### src/rtl/datapath_pkg.sv
`default_nettype none
// ============================================================================
// Module      : datapath_pkg
// Description : Shared datapath types for the scalar functional-unit status
//               tables.
// Revision    : 1.0 - initial release
// ============================================================================
package datapath_pkg;

    localparam int STATE_W = 2;

    typedef enum logic [STATE_W-1:0] {
        ST_EMPTY = 2'd0,
        ST_WAIT  = 2'd1,
        ST_RDY   = 2'd2,
        ST_EX    = 2'd3
    } fust_state_e;

    // Packed row layout, sized by the instantiating table's parameters.
    // A package cannot take parameters, so the table declares
    // row_t itself using these field names in this order.
    localparam int ROW_FIELDS = 9;

endpackage : datapath_pkg
`default_nettype wire

### src/rtl/rr_arbiter.sv
`default_nettype none
// ============================================================================
// Module      : rr_arbiter
// Description : Combinational round-robin arbiter; search starts at ptr.
// Revision    : 1.0 - initial release
// ============================================================================
module rr_arbiter #(
    parameter int N     = 3,
    parameter int IDX_W = $clog2(N)
) (
    input  logic [N-1:0]     req,
    input  logic [IDX_W-1:0] ptr,
    output logic             gnt_valid,
    output logic [IDX_W-1:0] gnt_idx
);

    always_comb begin
        gnt_valid = 1'b0;
        gnt_idx   = '0;
        for (int i = 0; i < N; i++) begin
            logic [IDX_W-1:0] w_j;
            w_j = IDX_W'((int'(ptr) + i) % N);
            if (!gnt_valid && req[w_j]) begin
                gnt_valid = 1'b1;
                gnt_idx   = w_j;
            end
        end
    end

endmodule : rr_arbiter
`default_nettype wire

### src/rtl/fust_s_gen.sv
`default_nettype none
// ============================================================================
// Module      : fust_s_gen
// Description : Parametrised scalar FU status table with tag wakeup,
//               round-robin issue and branch-mispredict squash.
// Revision    : 1.0 - initial release
// ============================================================================
module fust_s_gen
    import datapath_pkg::*;
#(
    parameter int NUM_FU   = 3,
    parameter int FU_IDX_W = $clog2(NUM_FU),
    parameter int TAG_W    = $clog2(NUM_FU + 1),
    parameter int REG_W    = 5,
    parameter int IMM_W    = 32,
    parameter int OP_W     = 4
) (
    input  logic                CLK,
    input  logic                nRST,
    input  logic                dis_en,
    input  logic [FU_IDX_W-1:0] dis_fu,
    input  logic [REG_W-1:0]    dis_rd,
    input  logic [REG_W-1:0]    dis_rs1,
    input  logic [REG_W-1:0]    dis_rs2,
    input  logic [IMM_W-1:0]    dis_imm,
    input  logic [OP_W-1:0]     dis_op,
    input  logic                dis_spec,
    input  logic [TAG_W-1:0]    dis_t1,
    input  logic [TAG_W-1:0]    dis_t2,
    input  logic [NUM_FU-1:0]   wb_valid,
    input  logic [NUM_FU-1:0]   fu_ready,
    input  logic [NUM_FU-1:0]   fu_done,
    input  logic                br_resolved,
    input  logic                br_miss,
    output logic [NUM_FU-1:0]   busy,
    output logic                iss_valid,
    output logic [FU_IDX_W-1:0] iss_fu,
    output logic [REG_W-1:0]    iss_rd,
    output logic [REG_W-1:0]    iss_rs1,
    output logic [REG_W-1:0]    iss_rs2,
    output logic [IMM_W-1:0]    iss_imm,
    output logic [OP_W-1:0]     iss_op,
    output logic                iss_spec,
    output logic                dis_err
);

    typedef struct packed {
        logic [REG_W-1:0] rd;
        logic [REG_W-1:0] rs1;
        logic [REG_W-1:0] rs2;
        logic [IMM_W-1:0] imm;
        logic [OP_W-1:0]  op;
        logic             spec;
        logic [TAG_W-1:0] t1;
        logic [TAG_W-1:0] t2;
        fust_state_e      state;
    } row_t;

    localparam logic [TAG_W-1:0]    c_max_tag = TAG_W'(NUM_FU);
    localparam logic [FU_IDX_W-1:0] c_last    = FU_IDX_W'(NUM_FU - 1);

    row_t                r_row     [NUM_FU];
    row_t                w_row_nxt [NUM_FU];
    logic [FU_IDX_W-1:0] r_ptr;
    logic                r_dis_err;
    logic                w_dis_err;
    logic                w_hit;
    logic                w_drop;
    logic [NUM_FU-1:0]   w_req;
    logic                w_gnt_valid;
    logic [FU_IDX_W-1:0] w_gnt_idx;

    // Tag k means "waiting on FU k-1"; a matching broadcast clears it.
    function automatic logic [TAG_W-1:0] wake(input logic [TAG_W-1:0] t,
                                              input logic [NUM_FU-1:0] wb);
        logic [TAG_W-1:0] r;
        r = t;
        for (int k = 0; k < NUM_FU; k++) begin
            if (t == TAG_W'(k + 1) && wb[k]) r = '0;
        end
        return r;
    endfunction

    for (genvar g = 0; g < NUM_FU; g++) begin : g_row_flags
        assign busy[g]  = (r_row[g].state != ST_EMPTY);
        assign w_req[g] = (r_row[g].state == ST_RDY) && fu_ready[g];
    end

    rr_arbiter #(
        .N     (NUM_FU),
        .IDX_W (FU_IDX_W)
    ) u_arb (
        .req       (w_req),
        .ptr       (r_ptr),
        .gnt_valid (w_gnt_valid),
        .gnt_idx   (w_gnt_idx)
    );

    assign w_drop = br_miss && dis_spec;

    always_comb begin
        w_dis_err = 1'b0;
        w_hit     = 1'b0;
        for (int k = 0; k < NUM_FU; k++) begin
            w_row_nxt[k]    = r_row[k];
            w_row_nxt[k].t1 = wake(r_row[k].t1, wb_valid);
            w_row_nxt[k].t2 = wake(r_row[k].t2, wb_valid);
            case (r_row[k].state)
                ST_WAIT: if (w_row_nxt[k].t1 == '0 && w_row_nxt[k].t2 == '0)
                             w_row_nxt[k].state = ST_RDY;
                ST_RDY:  if (w_gnt_valid && w_gnt_idx == FU_IDX_W'(k))
                             w_row_nxt[k].state = ST_EX;
                ST_EX:   if (fu_done[k]) w_row_nxt[k] = '0;
                default: ;
            endcase
            if (br_resolved) w_row_nxt[k].spec = 1'b0;
            // Squash wins over resolve and over any grant this cycle.
            if (br_miss && r_row[k].spec) w_row_nxt[k] = '0;
            if (dis_en && dis_fu == FU_IDX_W'(k)) begin
                w_hit = 1'b1;
                if (!w_drop) begin
                    if (r_row[k].state == ST_EMPTY ||
                        (r_row[k].state == ST_EX && fu_done[k])) begin
                        w_row_nxt[k].rd    = dis_rd;
                        w_row_nxt[k].rs1   = dis_rs1;
                        w_row_nxt[k].rs2   = dis_rs2;
                        w_row_nxt[k].imm   = dis_imm;
                        w_row_nxt[k].op    = dis_op;
                        w_row_nxt[k].spec  = dis_spec;
                        w_row_nxt[k].t1    = wake(dis_t1, wb_valid);
                        w_row_nxt[k].t2    = wake(dis_t2, wb_valid);
                        w_row_nxt[k].state = (w_row_nxt[k].t1 == '0 &&
                                              w_row_nxt[k].t2 == '0) ? ST_RDY : ST_WAIT;
                    end else begin
                        w_dis_err = 1'b1;
                    end
                end
            end
        end
        // A dispatch index beyond the table has no row to land in.
        if (dis_en && !w_hit && !w_drop) w_dis_err = 1'b1;
    end

    always_ff @(posedge CLK or negedge nRST) begin
        if (!nRST) begin
            for (int k = 0; k < NUM_FU; k++) r_row[k] <= '0;
            r_ptr     <= '0;
            r_dis_err <= 1'b0;
        end else begin
            r_row     <= w_row_nxt;
            r_dis_err <= w_dis_err;
            if (w_gnt_valid) r_ptr <= (w_gnt_idx == c_last) ? '0 : w_gnt_idx + 1'b1;
        end
    end

    always_comb begin
        iss_valid = w_gnt_valid;
        iss_fu    = '0;
        iss_rd    = '0;
        iss_rs1   = '0;
        iss_rs2   = '0;
        iss_imm   = '0;
        iss_op    = '0;
        iss_spec  = 1'b0;
        if (w_gnt_valid) begin
            iss_fu   = w_gnt_idx;
            iss_rd   = r_row[w_gnt_idx].rd;
            iss_rs1  = r_row[w_gnt_idx].rs1;
            iss_rs2  = r_row[w_gnt_idx].rs2;
            iss_imm  = r_row[w_gnt_idx].imm;
            iss_op   = r_row[w_gnt_idx].op;
            iss_spec = r_row[w_gnt_idx].spec;
        end
    end

    assign dis_err = r_dis_err;

    a_tag_legal: assert property (@(posedge CLK) disable iff (!nRST)
        dis_en |-> (dis_t1 <= c_max_tag && dis_t2 <= c_max_tag));

endmodule : fust_s_gen
`default_nettype wire

### config.mk
export PLATFORM = sky130hd
export DESIGN_NAME = fust_s_gen
export DESIGN_NICKNAME = d
export VERILOG_FILES = /design/src/rtl/datapath_pkg.sv /design/src/rtl/rr_arbiter.sv /design/src/rtl/fust_s_gen.sv
export SDC_FILE = /design/constraint.sdc
export NUM_CORES = 1
export LEC_CHECK = 0
export ABC_AREA = 1
export CAP_MARGIN = 20
export CORE_MARGIN = 4
export CORE_UTILIZATION = 30
export DETAILED_ROUTE_END_ITERATION = 8
export PLACE_DENSITY_LB_ADDON = 0.12
export SLEW_MARGIN = 0
export SYNTH_ARGS = -nofsm -noshare
export SYNTH_HDL_FRONTEND = slang
export SYNTH_SLANG_ARGS = --single-unit
### constraint.sdc
create_clock -name CLK -period 5.7 [get_ports CLK]
set_input_delay 1.14 -clock CLK [delete_from_list [all_inputs] [get_ports CLK]]
set_output_delay 1.14 -clock CLK [all_outputs]
set_load 0.01 [all_outputs]
==> impl_results.md, run 1 <==
* Max frequency at 196 MHz
* Clock Skews at 14.5 ps
* WP data required at about 4600 ps
* Reg2Reg Setup Slack at ~3300 ps
* Clock network fraction of total power at 0.138
* Setup repair after global routing missed its margin: no
* Detailed Route WL at roughly 27 mm
* Fin Setup TNS at 0 ps
* Row count at 62
* Total power at 8.20 mW
* Number of global-route vias before repair at approximately 7,700
* Final period util at 0.896
* Final ANT Viol Nets at 0
* Crit-path max FO at 28
* Worst Hold Class: register to register
* Hold Buf Count CTS at 0
* Placed inst area at 10,400 um^2
* Cell Area, Synth at 8810 um^2
* Max rail drop VDD at 0.360 mV
* Total die area at 32,200 um^2
* Die Ht at ~180 um
* # Max-Cap Violations at 0
* Utilization after layout at 0.379
* Fin area at 10,900 um^2
* Via count at 7,638
* Post-CTS Setup Inserts at 0
* Unique masters post-synth at 38
* Die width at between 150 and 200 um
* Final min period at 5100 ps
* Hold Fails Final Rpt at 0
* Slew Limit Headroom at 0.402
* Syn Inst Count at 1,078
* Area grow syn2layout at 24.1%
* Final setup viols at 0
* Net load switching power at approximately 3.8 mW
* H-tree level count at 4
* Logic pwr share at 0.636
* Root Buffer: clkbuf_16
* Clk buf depth at 2
* Post-cts resize count at 0
* Startpoint Class: input pin
* First-pass GRT wire length at between 40 and 50 mm
* CTS tree: yes
* WL/cell at roughly 17 um
* Starting DRT DRC Count at about 500
* Initial antenna violation count at 0
* Later-pin clock latency in the skew report at ~440 ps
* First-pass iteration count of the detailed router at 5
* Starting density of the core at 0.305
* IO buf count at between 100 and 150
* Pins Over Slew Limit at 0
* Grt ovf at 0
* TritonCTS buffer count at 17
* Seq cells post-synth at 177
* Placer Congestion at about 0.80
* Status: completed
* Signal arrival time at the worst endpoint at roughly 4000 ps
* Commonest non-fill, non-tap cell in the layout: o21ai_0
* Cell Int Power at 4.40 mW
* TritonCTS Sinks at 177
* Ys Warns at 0
* Layout cells sized above 1 at 0.0644
* Core area at 28,900 um^2
* Syn avg cell area at between 8 and 9 um^2
* DRC violations left at 0
* Clock slew at reported path FFs at approximately 60 ps
* Setup crit end kind: output pin
* Commonest non-fill, non-tap cells in the layout: o21ai_0 (214), dfrtp_1 (177), inv_1 (133)
* Largest net degree at the start of global routing at 97
* Sequential Power Share at 0.226
* Worst Tran Pin Value at 897 ps
* Fin nets at 1,242
* Hpwl dp at about 17 mm
* PwrDens at 750 nW/um^2
* Crit path kind: input pin to output pin
* Leak at about 5 nW
* Vias per cell at roughly 5
* Mapped Nets at between 1,000 and 1,500
* Antenna diodes at 0
* I/O pins at between 100 and 150
* Total track usage at 0.167
* Sw Share at 0.463
* Register area share after synthesis at 0.502
[cell families (layout without fill, tap and decap cells)]
logic type               after synthesis  after routing  share of synthesized area
adder cells (fa/ha/maj)                2              2                    0.00284
AND/OR/NAND/NOR                      378            378                      0.204
buffers and inverters                213            315                      0.101
flip-flops                           177            177                      0.502
AO/OA/AOI/OAI                        308            308                      0.190
[layout make-up]
type	instances	area, um^2
clock buffers	17	425
inverters	141	538
fillers	3020	17900
multi-input cells	688	3510
well taps	384	480
clock inverters	14	129
flip-flops and latches	177	4430
repair buffers	143	1430
[flip-flops by register name, indices dropped and copies added (netlist names)]
name,flops
r_row,174
r_ptr,2
dis_err,1
[per-stage QoR]
step                      instances  hold slack (ps)  setup WS [ps]
after floorplan                1078              453           2210
after global placement         1533              469            608
after detailed placement       1533              474            613
after CTS                      1564              490            590
after global routing           1564              516            427
final                          1564              489            595
[critical path, cell delays in order]
cell             delay, ps
clkdlybuf4s50_1        540
nand3_1                130
nand2_1                 90
nand3_1                 70
nand2_1                110
nand3_1                100
nand2_2                110
nand2_4                120
inv_6                  210
buf_4                  320
or2_1                  140
nand2_1                 40
nor2_1                 220
clkdlybuf4s50_1        600
[cells in the mapped netlist]
master       n  share of area
nor2_4       1         0.0013
nand3_1    132          0.075
o21bai_1     1        0.00085
nand3b_1     2         0.0017
nor3_1       2         0.0011
inv_1      134          0.057
a21oi_1     14         0.0079
nand2_1    110          0.047
o21ai_2      8         0.0079
inv_2        5         0.0021
dfrtp_1    177           0.50
o21ai_0    214           0.12
nand4_1      7         0.0050
nand4_2      1         0.0014
o21ai_1      5         0.0028
or2_0       31          0.022
o211ai_1     6         0.0051
inv_4        1        0.00071
buf_4        1        0.00085
buf_2       19          0.011
nor2_1      65          0.028
buf_1       12         0.0051
o21a_1       1        0.00085
o22ai_1     55          0.039
clkbuf_1    29          0.012
o31ai_1      2         0.0017
clkbuf_2     4         0.0023
inv_6        1        0.00099
or2_1       16          0.011
nand3_2      2         0.0023
nor2_2       2         0.0014
a32oi_1      1        0.00099
nand2_2      1        0.00071
o2111ai_1    1        0.00099
nand2_4      3         0.0038
buf_6        7         0.0089
ha_1         2         0.0028
or2_2        3         0.0021
[power groups by stage]
stage | clock network [mW] | logic [mW] | registers [mW]
2_1_floorplan | 0 | 3.03 | 1.82
3_3_place_gp | 0 | 5.31 | 1.87
3_5_place_dp | 0 | 5.30 | 1.87
4_1_cts | 1.17 | 5.33 | 1.85
5_1_grt | 1.22 | 5.84 | 1.90
6_report | 1.13 | 5.22 | 1.85
[final timing paths]
check,from,endpoint,depth (start not counted)
worst max-delay path,fu_ready[1],iss_imm[20],14
worst min-delay path,r_row[56],r_row[56],2
worst max register to register,r_row[116],r_row[116],9
worst min register to register,r_row[56],r_row[56],2
max in group asynchronous,nRST,r_row[62],2
min in group asynchronous,nRST,r_row[150],1
[layer usage]
layer / global-route usage / vias up / part of all wire
li1: - / 3771 / -
met1: 0.236 / 3674 / 0.48
met2: 0.268 / 174 / 0.47
met3: 0.0376 / 19 / 0.042
met4: 0.0320 / 0 / 0.0083
met5: 0 / - / 0
(Power assumes the default switching activity.)
==> run 2: changes to the inputs <==
DONT_BUFFER_PORTS = 1   (was unset)
==> run 2 against run 1 <==
Sequential power hardly changed. Total power is 17% lower. Worst setup slack better by 680 ps. Sequential cell count did not move. Utilization decreased by 4.7 points. Die area is the same. Design area decreased by 12%. Fmax is 15% higher. Critical endpoint is now iss_rd[4]. Largest cell class unchanged. Largest power group unchanged.
==> impl_results.md, run 2 (synthesis results as in run 1) <==
* H-tree level count at 4 (unchanged)
* Commonest non-fill, non-tap cell in the layout: o21ai_0
* Later-pin clock latency in the skew report at 430 ps (about the same)
* Reg2Reg Setup Slack at 3020 ps (-230 ps)
* Leak at 4.55 nW (-9.9%)
* Clock Skews at 14.3 ps (-0.253 ps)
* Initial antenna violation count at 0 (unchanged)
* Root Buffer: clkbuf_16
* Antenna diodes at 0 (unchanged)
* Die Ht at 179 um (unchanged)
* Final ANT Viol Nets at 0 (unchanged)
* Setup crit end kind: output pin
* Post-cts resize count at 0 (unchanged)
* R2r endpoint: r_row[72]
* Clock slew at reported path FFs at 70 ps (about the same)
* Layout cells sized above 1 at 0.0670 (+0.00258)
* Startpoint Class: register
* Worst Tran Pin Value at 779 ps (-117 ps)
* Max FFs per register at 174 (unchanged)
* Placed cells at 1,399 (-8.7%)
* Multi-input gate area at 3510 um^2 (unchanged)
* Total track usage at 0.160 (-0.00705)
* Vias per cell at 4.95 (+1.4%)
* Row count at 62 (unchanged)
* RR Startpoint: r_row[59]
* Clock network fraction of total power at 0.168 (+0.030)
* Crit-path max FO at 51 (+82%)
* Commonest non-fill, non-tap cells in the layout: o21ai_0 (214), dfrtp_1 (177), inv_1 (133)
* Max rail drop VDD at 0.661 mV (+84%)
* PwrDens at 714 nW/um^2 (-4.7%)
* Logic pwr share at 0.563 (-0.073)
* Final min period at 4430 ps (-676 ps)
* Total die area at 32,200 um^2 (unchanged)
* Largest net degree at the start of global routing at 178 (+84%)
* TritonCTS buffer count at 17 (unchanged)
* Final period util at 0.777 (-0.119)
* Final setup viols at 0 (unchanged)
* First-pass GRT wire length at 41.7 mm (-4.6%)
* Die width at 179 um (unchanged)
* Cell Int Power at 3.34 mW (-24%)
* DRC violations left at 0 (unchanged)
* Max frequency at 226 MHz (+15%)
* Placed inst area at 9030 um^2 (-13%)
* Sw Share at 0.513 (+0.0493)
* Sequential Power Share at 0.270 (+0.044)
* Fin Setup TNS at 0 ps (unchanged)
* Total power at 6.85 mW (-17%)
* Hold Buf Count CTS at 0 (unchanged)
* Slew Limit Headroom at 0.481 (+0.0782)
* Utilization after layout at 0.332 (-0.0469)
* Starting density of the core at 0.305 (unchanged)
* Number of global-route vias before repair at 7,199 (-6.2%)
* Fillers at 3,160 (+4.6%)
* Worst Hold Class: input pin to async pin
* Hold Fails Final Rpt at 0 (unchanged)
* Area grow syn2layout at 8.74%
* Fin area at 9590 um^2 (-12%)
* # Max-Cap Violations at 0 (unchanged)
* Signal arrival time at the worst endpoint at 3290 ps (-670 ps)
* Grt ovf at 0 (unchanged)
* IO buf count at 0 (-100%)
* I/O pins at 131 (unchanged)
* WL/cell at 18.1 um (+4.8%)
* Setup repair after global routing missed its margin: no
* Fin nets at 1,108 (-11%)
* Clk buf depth at 2 (unchanged)
* Detailed Route WL at 25.9 mm (-4.3%)
* WP data required at 4560 ps (about the same)
* Starting DRT DRC Count at 445 (-13%)
* TritonCTS Sinks at 177 (unchanged)
* Core area at 28,900 um^2 (unchanged)
* Net load switching power at 3.51 mW (-7.7%)
* Largest reg by FF count: r_row
* Reg2Reg Depth at 10 (+1)
* Hpwl dp at 15.8 mm (-5.2%)
* Placer Congestion at 0.775 (-3.6%)
* Crit path kind: register to output pin
* Post-CTS Setup Inserts at 0 (unchanged)
* Post-route insts no fill at 1,429 (-8.6%)
* Status: completed
* Reg area at 4430 um^2 (unchanged)
* First-pass iteration count of the detailed router at 5 (unchanged)
* CTS tree: yes
* Via count at 7,076 (-7.4%)
* Pins Over Slew Limit at 0 (unchanged)
## run 2: worst max path at each step
| stage | start | endpoint | slack [ps] | depth (start not counted) |
|---|---|---|---|---|
| 2_1_floorplan | fu_ready[2] | iss_spec | 2210 | 11 |
| 3_3_place_gp | fu_ready[2] | iss_rd[4] | 1420 | 12 |
| 3_5_place_dp | fu_ready[2] | iss_rd[4] | 1350 | 10 |
| 4_1_cts | r_ptr[0] | iss_rd[4] | 1170 | 11 |
| 5_1_grt | r_ptr[0] | iss_rd[4] | 950 | 11 |
| 6_report | r_ptr[0] | iss_rd[4] | 1270 | 11 |
## run 2: critical path: stages (launching register included)
cell     delay [ps]
dfrtp_1         350
inv_1            60
ha_1            340
inv_1           210
nand3_1         110
nand3_1         180
nand4_2         160
nand2_4         330
inv_6           150
nand2_4         470
o21ai_0         150
nor2_1          350
## run 2: routing by layer
layer	vias up	global-route usage	wire, um
met5	-	0	0
met4	0	0.0305	183
met3	10	0.0362	1240
met2	137	0.261	12500
met1	3430	0.222	12000
li1	3499	-	-
## run 2: final cells by class
cell class	instances	area share
Clock buffer	19	0.0473
Clock inverter	11	0.0111
Inverter	141	0.0561
Multi-Input combinational cell	688	0.366
Sequential cell	177	0.462
Tap cell	384	0.0501
Timing Repair Buffer	9	0.00705
## run 2: power by group through the flow
| stage | Sequential [mW] | Clock, mW | Combinational (mW) |
|---|---|---|---|
| 2_1_floorplan | 1.82 | 0 | 3.03 |
| 3_3_place_gp | 1.87 | 0 | 3.94 |
| 3_5_place_dp | 1.87 | 0 | 3.98 |
| 4_1_cts | 1.85 | 1.19 | 3.99 |
| 5_1_grt | 1.90 | 1.25 | 4.44 |
| 6_report | 1.85 | 1.15 | 3.85 |
## run 2: metrics by stage
stage          hold slack [ps]  setup WS [ps]
2_1_floorplan              453           2210
3_3_place_gp               484           1420
3_5_place_dp               493           1350
4_1_cts                    389           1170
5_1_grt                    373            948
6_report                   410           1270
==> run 3: changes to the inputs <==
clock period = 4.6 ns   (was 5.7 ns; I/O delays follow)
==> run 3 against run 2 <==
Sequential share of layout area shrank 0.39 points. Clock-buffer cell count grew 3. Register-to-register slack lost 990 ps. Critical path depth grew 2. Combinational power grew 28%.
==> impl_results.md, run 3 (synthesis results as in run 1) <==
* Post-route insts no fill at 1,432 (+0.21%)
* TritonCTS buffer count at 17 (unchanged)
* Reg2Reg Depth at 11 (+1)
* Total die area at 32,200 um^2 (unchanged)
* Commonest non-fill, non-tap cell in the layout: o21ai_0
* Sequential Power Share at 0.262 (-0.008)
* Later-pin clock latency in the skew report at 420 ps (about the same)
* Multi-input gate area at 3510 um^2 (unchanged)
* WL/cell at 18.4 um (+1.6%)
* Number of global-route vias before repair at 7,087 (-1.6%)
* Largest net degree at the start of global routing at 178 (unchanged)
* Max FFs per register at 174 (unchanged)
* Pre-CTS setup slack at 762 ps (-587 ps)
* I/O pins at 131 (unchanged)
* Status: completed
* Pins Over Slew Limit at 0 (unchanged)
* Row count at 62 (unchanged)
* Max frequency at around 240 MHz
* Final period util at 0.898
* Setup WS post-layout at 470 ps (-801 ps)
* First-pass GRT wire length at 42.7 mm (+2.2%)
* Critical path's slowest cell: buf_4
* Starting density of the core at 0.305 (unchanged)
* Signal arrival time at the worst endpoint at 3210 ps (-80 ps)
* Logic pwr share at 0.565 (+0.002)
* H-tree level count at 4 (unchanged)
* WP data required at 3680 ps (-880 ps)
* Via count at 7,184 (+1.5%)
* TritonCTS Sinks at 177 (unchanged)
* Post-cts resize count at 0 (unchanged)
* Reg area at 4430 um^2 (unchanged)
* Hold WS at 196 ps (-214 ps)
* Post-CTS Setup Inserts at 0 (unchanged)
* CP delay by family, top: simple AND/OR/NAND/NOR gates
* IO buf count at 0 (unchanged)
* Die Ht at 179 um (unchanged)
* Detailed Route WL at 26.4 mm (+1.8%)
* Die width at 179 um (unchanged)
* Slew Limit Headroom at 0.477 (-0.00331)
* PwrDens at 904 nW/um^2 (+27%)
* Fillers at 3,122 (-1.2%)
* Crit-path max FO at 29 (-43%)
* Hold Fails Final Rpt at 0 (unchanged)
* Root Buffer: clkbuf_16
* CP Cell Sequence: inv_1 > ha_1 > inv_1 > nand4_1 > nand2_1 > nand3_1 > nand4_2 > nand2_4 > inv_6 > buf_4 > or2_2 > nand2_1 > nor2_1
* Placed cells at 1,401 (+0.14%)
* Hpwl dp at 15.9 mm (about the same)
* Clk buf depth at 2 (unchanged)
* Clock Skews at 12.9 ps (-1.39 ps)
* Setup repair after global routing missed its margin: no
* # Max-Cap Violations at 0 (unchanged)
* CP max stage delay at 370 ps (-100 ps)
* Startpoint Class: register
* Leak at 4.59 nW (+0.89%)
* Fin nets at 1,111 (+0.27%)
* DRC violations left at 0 (unchanged)
* Grt ovf at 0 (unchanged)
* Cell Int Power at 4.30 mW (+29%)
* Largest reg by FF count: r_row
* Core area at 28,900 um^2 (unchanged)
* Clock slew at reported path FFs at 70 ps (about the same)
* Vias per cell at 5.02 (+1.3%)
* Sw Share at 0.508 (-0.00474)
* Final min period at between 4000 and 5000 ps
* CTS tree: yes
* Clock network fraction of total power at 0.173 (+0.005)
* RR Startpoint: r_row[1]
* Worst Hold Class: input pin to async pin
* Setup crit end kind: output pin
* Worst Tran Pin Value at 784 ps (+4.96 ps)
* Final setup viols at 0 (unchanged)
* Area grow syn2layout at 9.68%
* Antenna diodes at 0 (unchanged)
* Net load switching power at 4.44 mW (+26%)
* CP bufs+invs at 4 (+1)
* Crit path kind: register to output pin
* Starting DRT DRC Count at 513 (+15%)
* Initial antenna violation count at 0 (unchanged)
* R2r endpoint: r_row[39]
* First-pass iteration count of the detailed router at 5 (unchanged)
* Total track usage at 0.164 (+0.00417)
* Layout cells sized above 1 at 0.0668 (-0.000192)
* Commonest non-fill, non-tap cells in the layout: o21ai_0 (214), dfrtp_1 (177), inv_1 (133)
* Reg2Reg Setup Slack at 2030 ps (-990 ps)
* Fin Setup TNS at 0 ps (unchanged)
* Placer Congestion at 0.775 (about the same)
* Final ANT Viol Nets at 0 (unchanged)
* Hold Buf Count CTS at 0 (unchanged)
* Max rail drop VDD at 0.463 mV (-30%)
[run 3: cell type report]
class / instances / share of cell area
sequential: 177 / 0.458
multi-input combinational: 688 / 0.363
timing repair buffer: 12 / 0.0119
clock inverter: 8 / 0.0135
tap: 384 / 0.0497
inverter: 141 / 0.0556
clock buffer: 22 / 0.0480
[run 3: metal layers]
| layer | up-vias | track usage | share of wire |
|---|---|---|---|
| met4 | 0 | 0.0326 | 0.010 |
| met3 | 15 | 0.0350 | 0.051 |
| met1 | 3469 | 0.235 | 0.48 |
| li1 | 3506 | - | - |
| met5 | - | 0 | 0 |
| met2 | 194 | 0.260 | 0.46 |
[run 3: power groups by stage]
stage	Sequential [mW]	Clock, mW	Combinational, mW
after global placement	2.31	0	5.04
after CTS	2.29	1.56	5.05
final	2.29	1.51	4.94
after detailed placement	2.32	0	5.03
after global routing	2.35	1.63	5.69
after floorplan	2.26	0	3.76
[run 3: worst max path at each step]
stage               cells past startpoint        start  slack [ps]          end
global placement                       12  fu_ready[2]         780    iss_rd[4]
floorplan                              11  fu_ready[2]        1550     iss_spec
finish                                 13     r_ptr[0]         470  iss_imm[31]
detailed placement                     10  fu_ready[0]         760    iss_rd[4]
CTS                                    14     r_ptr[1]         390    iss_rd[4]
global route                           12     r_ptr[0]          90  iss_imm[17]
[run 3: stage by stage]
stage	instance area [um^2]	power, mW	utilization
after detailed placement	9050	7.35	0.314
after floorplan	8810	6.02	-
after global placement	9050	7.35	0.314
after global routing	9670	9.67	0.335
final	9670	8.74	0.335
after CTS	9650	8.90	0.334
